<file path="config.mk">
export PLATFORM = sky130hd
export DESIGN_NAME = branch_predict_ctrl
export DESIGN_NICKNAME = d
export VERILOG_FILES = /design/src/rtl/core_pkg.sv /design/src/rtl/btb_mem.sv /design/src/rtl/branch_predict_ctrl.sv
export SDC_FILE = /design/constraint.sdc
export NUM_CORES = 2
export LEC_CHECK = 0
export ABC_CLOCK_PERIOD_IN_PS = 10000
export CORE_UTILIZATION = 50
export DETAILED_ROUTE_END_ITERATION = 6
export PLACE_DENSITY = 0.63
export RECOVER_POWER = 100
export SLEW_MARGIN = 20
export SYNTH_ARGS = -nofsm -noshare
export SYNTH_HDL_FRONTEND = slang
export SYNTH_HIERARCHICAL = 1
export SYNTH_SLANG_ARGS = --single-unit
</file>
<file path="constraint.sdc">
create_clock -name i_clk -period 10 [get_ports i_clk]
set_input_delay 2.5 -clock i_clk [delete_from_list [all_inputs] [get_ports i_clk]]
set_output_delay 2.5 -clock i_clk [all_outputs]
set_load 0.05 [all_outputs]
</file>
<file path="src/rtl/core_pkg.sv">
// Shared core definitions: opcode classes, 2-bit counter encodings,
// predictor FSM states and the BTB update command set.
package core_pkg;

    // instr[6:2] encodings of control-transfer instructions
    localparam logic [4:0] OPC_BRANCH = 5'b11000;
    localparam logic [4:0] OPC_JAL    = 5'b11011;
    localparam logic [4:0] OPC_JALR   = 5'b11001;

    // 2-bit saturating counter encodings; bit 1 is the taken prediction
    localparam logic [1:0] CTR_SNT = 2'd0;
    localparam logic [1:0] CTR_WNT = 2'd1;
    localparam logic [1:0] CTR_WT  = 2'd2;
    localparam logic [1:0] CTR_ST  = 2'd3;

    typedef enum logic {
        ST_INIT = 1'b0,
        ST_RUN  = 1'b1
    } bp_state_e;

    // Update commands; the memory resolves hit/miss on the write index itself
    typedef enum logic [1:0] {
        UPD_NONE  = 2'd0,
        UPD_BR    = 2'd1,   // conditional branch resolve
        UPD_JMP   = 2'd2,   // jal/jalr: allocate or overwrite as strongly taken
        UPD_ALIAS = 2'd3    // non-control instruction: drop the entry if it hits
    } btb_upd_e;

    // Saturating +/-1 step of a 2-bit counter
    function automatic logic [1:0] ctr_step(input logic [1:0] c, input logic up);
        if (up) return (c == CTR_ST)  ? c : c + 2'd1;
        else    return (c == CTR_SNT) ? c : c - 2'd1;
    endfunction

endpackage

</file>
<file path="src/rtl/btb_mem.sv">
// Direct-mapped BTB + counter storage: async lookup read, synchronous
// command-driven write, and a clear port used by the init sweep.
module btb_mem
    import core_pkg::*;
#(
    parameter int ENTRIES = 64,
    parameter int IDX_W   = $clog2(ENTRIES),
    parameter int TAG_W   = 30 - IDX_W
) (
    input  logic              i_clk,
    // lookup port
    input  logic [IDX_W-1:0]  i_rd_idx,
    output logic              o_rd_valid,
    output logic [TAG_W-1:0]  o_rd_tag,
    output logic [31:0]       o_rd_target,
    output logic [1:0]        o_rd_ctr,
    // init clear port (has priority over updates)
    input  logic              i_clr,
    input  logic [IDX_W-1:0]  i_clr_idx,
    // update port
    input  btb_upd_e          i_upd,
    input  logic [IDX_W-1:0]  i_wr_idx,
    input  logic [TAG_W-1:0]  i_wr_tag,
    input  logic [31:0]       i_wr_target,
    input  logic              i_wr_taken
);

    logic             valid_q  [ENTRIES];
    logic [TAG_W-1:0] tag_q    [ENTRIES];
    logic [31:0]      target_q [ENTRIES];
    logic [1:0]       ctr_q    [ENTRIES];

    logic wr_hit;

    assign o_rd_valid  = valid_q[i_rd_idx];
    assign o_rd_tag    = tag_q[i_rd_idx];
    assign o_rd_target = target_q[i_rd_idx];
    assign o_rd_ctr    = ctr_q[i_rd_idx];

    // Hit on the update side is evaluated against pre-edge contents
    assign wr_hit = valid_q[i_wr_idx] && (tag_q[i_wr_idx] == i_wr_tag);

    // Sweep clear or one table update per cycle
    always_ff @(posedge i_clk) begin
        if (i_clr) begin
            valid_q[i_clr_idx] <= 1'b0;
            ctr_q[i_clr_idx]   <= CTR_WNT;
        end else begin
            case (i_upd)
                UPD_BR: begin
                    if (wr_hit) begin
                        ctr_q[i_wr_idx] <= ctr_step(ctr_q[i_wr_idx], i_wr_taken);
                        if (i_wr_taken) target_q[i_wr_idx] <= i_wr_target;
                    end else if (i_wr_taken) begin
                        valid_q[i_wr_idx]  <= 1'b1;
                        tag_q[i_wr_idx]    <= i_wr_tag;
                        target_q[i_wr_idx] <= i_wr_target;
                        ctr_q[i_wr_idx]    <= CTR_WT;
                    end
                end
                UPD_JMP: begin
                    valid_q[i_wr_idx]  <= 1'b1;
                    tag_q[i_wr_idx]    <= i_wr_tag;
                    target_q[i_wr_idx] <= i_wr_target;
                    ctr_q[i_wr_idx]    <= CTR_ST;
                end
                UPD_ALIAS: begin
                    if (wr_hit) valid_q[i_wr_idx] <= 1'b0;
                end
                default: ;
            endcase
        end
    end

endmodule

</file>
<file path="src/rtl/branch_predict_ctrl.sv">
// Fetch-side branch predictor and redirect controller: BTB lookup for the
// fetch PC, mispredict detection on EX resolve, registered flush/redirect,
// and a post-reset sweep that clears the tables.
module branch_predict_ctrl
    import core_pkg::*;
#(
    parameter int ENTRIES = 64,
    parameter int IDX_W   = $clog2(ENTRIES)
) (
    input  logic        i_clk,
    input  logic        i_rst,
    input  logic [31:0] i_if_pc,
    output logic        o_pred_taken,
    output logic [31:0] o_pred_target,
    output logic        o_ready,
    input  logic        i_stall,
    input  logic        i_ex_valid,
    input  logic [4:0]  i_ex_opcode,
    input  logic [31:0] i_ex_pc,
    input  logic        i_ex_branch_en,
    input  logic [31:0] i_ex_target,
    input  logic        i_ex_pred_taken,
    input  logic [31:0] i_ex_pred_target,
    output logic        o_flush,
    output logic [31:0] o_redirect_pc
);

    localparam int TAG_W = 30 - IDX_W;

    if (ENTRIES < 4 || (ENTRIES & (ENTRIES - 1)) != 0) begin : g_bad_entries
        $error("branch_predict_ctrl: ENTRIES must be a power of 2 and >= 4");
    end

    bp_state_e        state_q;
    logic [IDX_W-1:0] sweep_idx_q;
    logic             ready_q;
    logic             flush_q;
    logic [31:0]      redirect_q;

    logic             rd_valid;
    logic [TAG_W-1:0] rd_tag;
    logic [31:0]      rd_target;
    logic [1:0]       rd_ctr;

    logic             run;
    logic             lu_hit;
    logic             ex_fire;
    logic             is_br, is_jmp, is_ctrl;
    logic             act_taken;
    logic             mp;
    logic [31:0]      redirect_d;
    btb_upd_e         upd;
    logic             unused_pc_lsb;

    assign unused_pc_lsb = ^i_if_pc[1:0];
    assign run = (state_q == ST_RUN);

    btb_mem #(
        .ENTRIES (ENTRIES),
        .IDX_W   (IDX_W),
        .TAG_W   (TAG_W)
    ) u_btb (
        .i_clk       (i_clk),
        .i_rd_idx    (i_if_pc[IDX_W+1:2]),
        .o_rd_valid  (rd_valid),
        .o_rd_tag    (rd_tag),
        .o_rd_target (rd_target),
        .o_rd_ctr    (rd_ctr),
        .i_clr       (state_q == ST_INIT),
        .i_clr_idx   (sweep_idx_q),
        .i_upd       (upd),
        .i_wr_idx    (i_ex_pc[IDX_W+1:2]),
        .i_wr_tag    (i_ex_pc[31:IDX_W+2]),
        .i_wr_target (i_ex_target),
        .i_wr_taken  (act_taken)
    );

    // Zero-latency fetch lookup, forced quiet outside RUN
    always_comb begin
        lu_hit        = run && rd_valid && (rd_tag == i_if_pc[31:IDX_W+2]);
        o_pred_taken  = lu_hit && rd_ctr[1];
        o_pred_target = o_pred_taken ? rd_target : 32'd0;
    end

    // EX resolve: classify, detect mispredict, pick redirect and table command
    always_comb begin
        ex_fire    = run && i_ex_valid && !i_stall;
        is_br      = (i_ex_opcode == OPC_BRANCH);
        is_jmp     = (i_ex_opcode == OPC_JAL) || (i_ex_opcode == OPC_JALR);
        is_ctrl    = is_br || is_jmp;
        // a non-control instruction never actually redirects
        act_taken  = is_ctrl && i_ex_branch_en;
        mp         = (act_taken != i_ex_pred_taken) ||
                     (act_taken && (i_ex_target != i_ex_pred_target));
        redirect_d = act_taken ? i_ex_target : i_ex_pc + 32'd4;
        upd        = UPD_NONE;
        if (ex_fire) begin
            if (is_br)       upd = UPD_BR;
            else if (is_jmp) upd = UPD_JMP;
            else             upd = UPD_ALIAS;
        end
    end

    // Control FSM: init sweep, then run with registered flush/redirect
    always_ff @(posedge i_clk) begin
        if (i_rst) begin
            state_q     <= ST_INIT;
            sweep_idx_q <= '0;
            ready_q     <= 1'b0;
            flush_q     <= 1'b0;
            redirect_q  <= 32'd0;
        end else begin
            case (state_q)
                ST_INIT: begin
                    flush_q     <= 1'b0;
                    sweep_idx_q <= sweep_idx_q + 1'b1;
                    if (sweep_idx_q == IDX_W'(ENTRIES - 1)) begin
                        state_q <= ST_RUN;
                        ready_q <= 1'b1;
                    end
                end
                default: begin
                    flush_q <= ex_fire && mp;
                    if (ex_fire && mp) redirect_q <= redirect_d;
                end
            endcase
        end
    end

    assign o_ready       = ready_q;
    assign o_flush       = flush_q;
    assign o_redirect_pc = redirect_q;

endmodule

</file>
======== Yosys cells after proc, flatten, opt, wreduce, memory -nomap -nowiden ========
Memories as Yosys holds them, arrays and structs flattened.
Index checks and enable logic that the tools add are counted.
operators by class
  bitwise gates (word level) .............. 8
  equal/unequal tests ..................... 12
  multiplexer cells ....................... 46
  reductions and logical operators ........ 19
  add/subtract/negate cells ............... 4
operators with widths
  operator               number
  $mux 32                4
  $eq 24x24->1           2
  $add 32x3->32 const B  1
  $ne 32x32->1           1
  $mux 1                 28
  $mux 24                1
  $mux 2                 11
  $eq 5x5->1 const B     3
  $mux 6                 2
  $logic_and 1x1->1      9
  $or 1x1->1             7
  $add 6x1->6 const B    1
  $eq 2x2->1 const B     3
  $eq 6x6->1 const B     1
  $reduce_and 2->1       2
  $reduce_or 2->1        2
  $logic_or 1x1->1       3
  $add 2x1->2 const B    1
  $eq 2x1->1 const B     1
  $logic_not 2->1        1
  $sub 2x1->2 const B    1
  $logic_not 1->1        1
  $ne 1x1->1             1
  $not 1->1              1
  $reduce_or 1->1        1
word-level totals
  output and inout port bits .............. 67
  bits in writable memories ............... 3776
  memories kept ........................... 4
  flip-flop bits (word level) ............. 41
  word-level logic and storage cells ...... 98
  input port bits ......................... 139
memory list
  name            depth  bits a word  rd ports  clocked after memory_dff  write ports  RTL line       text
  u_btb.target_q  64     32           1         0                         1            btb_mem.sv:30  logic [31:0] target_q [ENTRIES];
  u_btb.tag_q     64     24           2         0                         1            btb_mem.sv:29  logic [TAG_W-1:0] tag_q [ENTRIES];
  u_btb.ctr_q     64     2            2         0                         1            btb_mem.sv:31  logic [1:0] ctr_q [ENTRIES];
  u_btb.valid_q   64     1            2         0                         1            btb_mem.sv:28  logic valid_q [ENTRIES];

======== Longest topological paths before layout ========
  depth after elaboration ................. 13
  depth in mapped cells ................... 20
  gate-level depth less buffers ........... 10

======== Cells and area by module ========
The synthesis kept the hierarchy.
modules (own cells, without submodules)
  module               seq. area each (sq um)  area an instance (sq um)  cells each  times used
  btb_mem              113388.7                159755.7                  7175        1
  branch_predict_ctrl  820.8                   3420.8                    461         1

======== Least setup slack after synthesis ========
No wires, ideal clock.
  kind .................................... input -> output
  start point ............................. input port i_if_pc[2]
  end point ............................... output port o_pred_target[22]
  arrival ................................. 7.494 ns
  data required time ...................... 7.500 ns
  buffers on the path ..................... 5
  cell stages on the path ................. 13
  setup slack ............................. 0.006 ns
  cells stage by stage .................... clkbuf_1 clkbuf_1 buf_1 buf_1 mux4_2 mux4_2 mux4_2 xor2_1 nor4_1 nand4_1 nor4_1 clkbuf_1 and2_1
on the way
  word-level cells in the longest chain between the ends .. 5
  elaborated cells between the ends (all ways) .. 9
  classes of those cells .................. eq/ne (1); mux (1); reduce/logical (3); memory (4)
ends and longest elaborated chain
  what                    RTL line                   text
  from (decl)             branch_predict_ctrl.sv:12  input logic [31:0] i_if_pc,
  $mem_v2 64x24           -
  named net rd_tag[16]    branch_predict_ctrl.sv:41  logic [TAG_W-1:0] rd_tag;
  $eq 24x24->1            branch_predict_ctrl.sv:80  lu_hit = run && rd_valid && (rd_tag == i_if_pc[31:IDX_W+2]);
  $logic_and 1x1->1       branch_predict_ctrl.sv:80
  $logic_and 1x1->1       branch_predict_ctrl.sv:81  o_pred_taken = lu_hit && rd_ctr[1];
  named net o_pred_taken  branch_predict_ctrl.sv:13  output logic o_pred_taken,
  $mux 32                 branch_predict_ctrl.sv:82  o_pred_target = o_pred_taken ? rd_target : 32'd0;
  to (decl)               branch_predict_ctrl.sv:14  output logic [31:0] o_pred_target,
The timed path passes the listed nets, and every way through them passes these cells.

======== Worst setup path in the final report ========
  start point ............................. input port i_ex_pc[3]
  end point ............................... memory u_btb/tag_q[15][9] (netlist name) (enable)
on the way
  word-level cells in the longest chain between the ends .. 8
  elaborated cells between the ends (all ways) .. 9
  classes of those cells .................. eq/ne (1); mux (4); bitwise (1); reduce/logical (1); memory (2)
ends and longest elaborated chain
  what                          RTL line                   text
  from (decl)                   branch_predict_ctrl.sv:19  input logic [31:0] i_ex_pc,
  $mem_v2 64x24                 -
  $eq 24x24->1                  btb_mem.sv:41              assign wr_hit = valid_q[i_wr_idx] && (tag_q[i_wr_idx] == i_wr_tag);
  $logic_and 1x1->1             btb_mem.sv:41
  $mux 1                        btb_mem.sv:51              if (wr_hit) begin
  $mux 1                        btb_mem.sv:49              case (i_upd)
  $mux 1                        btb_mem.sv:45              if (i_clr) begin
  $mux 1 (not written as such)  btb_mem.sv:56              tag_q[i_wr_idx] <= i_wr_tag;
  $or 1x1->1 (no source line)   -
  to (decl)                     btb_mem.sv:29
Parallel ways exist; a longest one is shown, timed or not.

==> impl_metrics.ini <==
[finish]
drive_gt1_frac = 0.304
finish.utilization = 0.568
area_delta_synth_final_pct = 13.1
finalNetCount = 8274
multiInputGateArea_sq_um = 46000
layoutNonFillerInstCount = 12800
fillerInstances = 23900
seq_area_sq_um = 114000

[global_route]
grt_max_degree = 107
grt_pass1_wl_microns = 736000
grt_pass1_vias = 89100
grt_busiest_layer = met2
grt-ovfl-total = 0
met3_usage = 0.0639
antenna_found_initial = 34
grt_util_met2 = 0.523
grtUsageTotal = 0.330
use_met1 = 0.435

[die]
core_area_sq_um = 324000
rows = 209
dieArea_sq_um = 328000
num_io_pins = 206
start_util = 0.502
die_w_microns = 572
die_h_microns = 572

[place]
io_buffers = 203
place_congestion = 0.968
pre_cts_ws_ns = 0.0409
dpl.cell_count = 12100
hpwl_microns = 329000

[timing]
finClkSkew_ns = 0.0428
finalSetupTns_ns = -74.14
setup_viol = 579
finalHoldViolCount = 0
final.setup.worst_slack_ns = -0.262
fin_crit_sh = 1.03
rsz0062_at_grt = false
drv_slew = 5549
tightest_slew_ns = 3.72
layout_min_cycle_time_ns = 10.26
slew_headroom = -1.48
fmax_mhz = 97.4
holdWs_ns = 0.479

[flow_run]
maxCapViolCount = 173

[detailed_routing]
drt_wl_total_microns = 541000
drtIter0Drc = 14000
first_pass_iters = 7
wl_per_cell_microns = 42.2
ant_nets = 0
num_vias = 90600
drc = 34
viasPerCell = 7.07

[critical_path]
worstPathCellList = buf_8 > inv_1 > a221oi_1 > nor2_1 > nor3_1 > xnor2_1 > nor3_1 > nand4_1 > or3_1 > a21boi_4 > clkbuf_2 > clkbuf_2 > nor3_1 > clkbuf_2
max_stage_delay_ns = 1.22
worstPathRequired_ns = 10.46
cp-end-kind = register
crit_buf_inv = 5
slowest_stage = inv_1
critical_path_class = in -> reg
cp_top_family = buffers and inverters
critPathLaunchType = input port
critPathArrivalTime_ns = 10.72
path_max_fanout = 71

[pwr]
comb_power_share = 0.066
pwr-share-clk = 0.423
powerDensity_nw_per_um2 = 187
switchingPower_uw = 7640
ir_worst_vdd_mv = 0.162
p_int_uw = 26800
pwr-share-seq = 0.511
p_leak_uw = 0.0566
sw_frac_of_total = 0.222

[clock_tree]
cts_inserted_buffers = 394
cts_sinks = 3817
clk_pin_slew_ns = 0.06
h-tree-depth = 5
worst_skew_pair.late_latency_ns = 0.97
cts_tree = done
cts_root_buf = clkbuf_16
cts_buffer_depth = 4

[yosys]
ys_warn_count = 6
synth_nets = 7753
avgSynthCellArea_sq_um = 21.4
syn_inst = 7612
syn_area_sq_um = 163000

[min_path]
holdCritPathClass = reg -> reg

[run_status]
violations = DRC, capacitance limit, slew limit, setup timing
status = finished, violations left
[worst reg2reg max path, delay by kind of cell (launching register included)]
kind	cells	cell delay [ns]
XOR/XNOR	1	0.13
AO/OA/AOI/OAI	3	0.70
buffers and inverters	3	2.09
AND/OR/NAND/NOR	5	3.19
multiplexers	1	0.48
flip-flops	1	0.39
[final timing paths]
path,start,to,slack (ns),depth (start not counted)
worst max-delay path,i_ex_pc[3],u_btb/tag_q[15][9],-0.26,14
worst max register to register,u_btb/tag_q[47][20],u_btb/tag_q[15][9],2.49,13
worst min register to register,o_redirect_pc[23],o_redirect_pc[23],0.48,2
worst min-delay path,o_redirect_pc[23],o_redirect_pc[23],0.48,2
[cell usage in the layout, fill, tap and decap left out, types with 25 or more instances in the layout]
cell type and n:
and2_0 26, bufinv_16 39, xor2_1 37, nor2_1 116
clkinv_2 67, a22o_1 25, buf_4 179, clkbuf_1 300
a221oi_1 78, clkbuf_2 47, clkdlybuf4s50_1 66, a211oi_1 28
mux4_2 1504, clkbuf_16 398, o31ai_1 48, o21ai_0 99
o22ai_1 83, nand2_1 172, xnor2_1 57, diode_2 28
a22oi_1 129, clkinv_1 84, mux2i_1 150, dfxtp_1 41
nor3_1 60, dlygate4sd3_1 35, nand4_1 35, buf_2 31
nand2b_1 36, nand3_1 80, mux2_2 30, buf_12 98
a21oi_1 44, edfxtp_1 3776
[area by class of cell]
| cell class | instances | share of cell area |
|---|---|---|
| clock inverters | 231 | 0.0126 |
| clock buffers | 483 | 0.0558 |
| flip-flops and latches | 3817 | 0.620 |
| well taps | 4325 | 0.0294 |
| inverters | 11 | 0.000238 |
| multi-input cells | 3215 | 0.250 |
| repair buffers | 694 | 0.0312 |
| diodes | 28 | 0.000381 |
[power by group through the flow]
stage / registers [uW] / logic [uW] / clock network (uW)
finish: 17600 / 2270 / 14600
global route: 17600 / 2330 / 15200
CTS: 17600 / 2280 / 14700
detailed placement: 17900 / 2280 / 0
global placement: 17900 / 2250 / 0
floorplan: 17900 / 1220 / 0
[metrics by stage]
stage	cell area (sq um)	total power, uW
global placement	173000	20200
CTS	186000	34500
floorplan	163000	19100
finish	184000	34400
global route	184000	35200
detailed placement	174000	20200
[per-layer routing]
layer | share of wire | wire (microns) | vias up
met2 | 0.47 | 254000 | 6382
li1 | - | - | 34200
met5 | 0.000061 | 33 | -
met3 | 0.11 | 56800 | 1387
met1 | 0.35 | 191000 | 48600
met4 | 0.070 | 38000 | 4
[timing repair]
action                     in CTS  in global routing
buffers inserted                0                  0
setup endpoints to repair       2                  0
resized for setup               1                  0
hold buffers                    0                  0
[state kept, by name, summed over array words and instances (netlist names)]
register,cells
o_flush,1
sweep_idx_q,6
o_redirect_pc,32
u_btb/target_q,2048
u_btb/tag_q,1536
u_btb/valid_q,64
u_btb/ctr_q,128
run,1
o_ready,1
No activity file was read; power rests on OpenSTA's default activity.
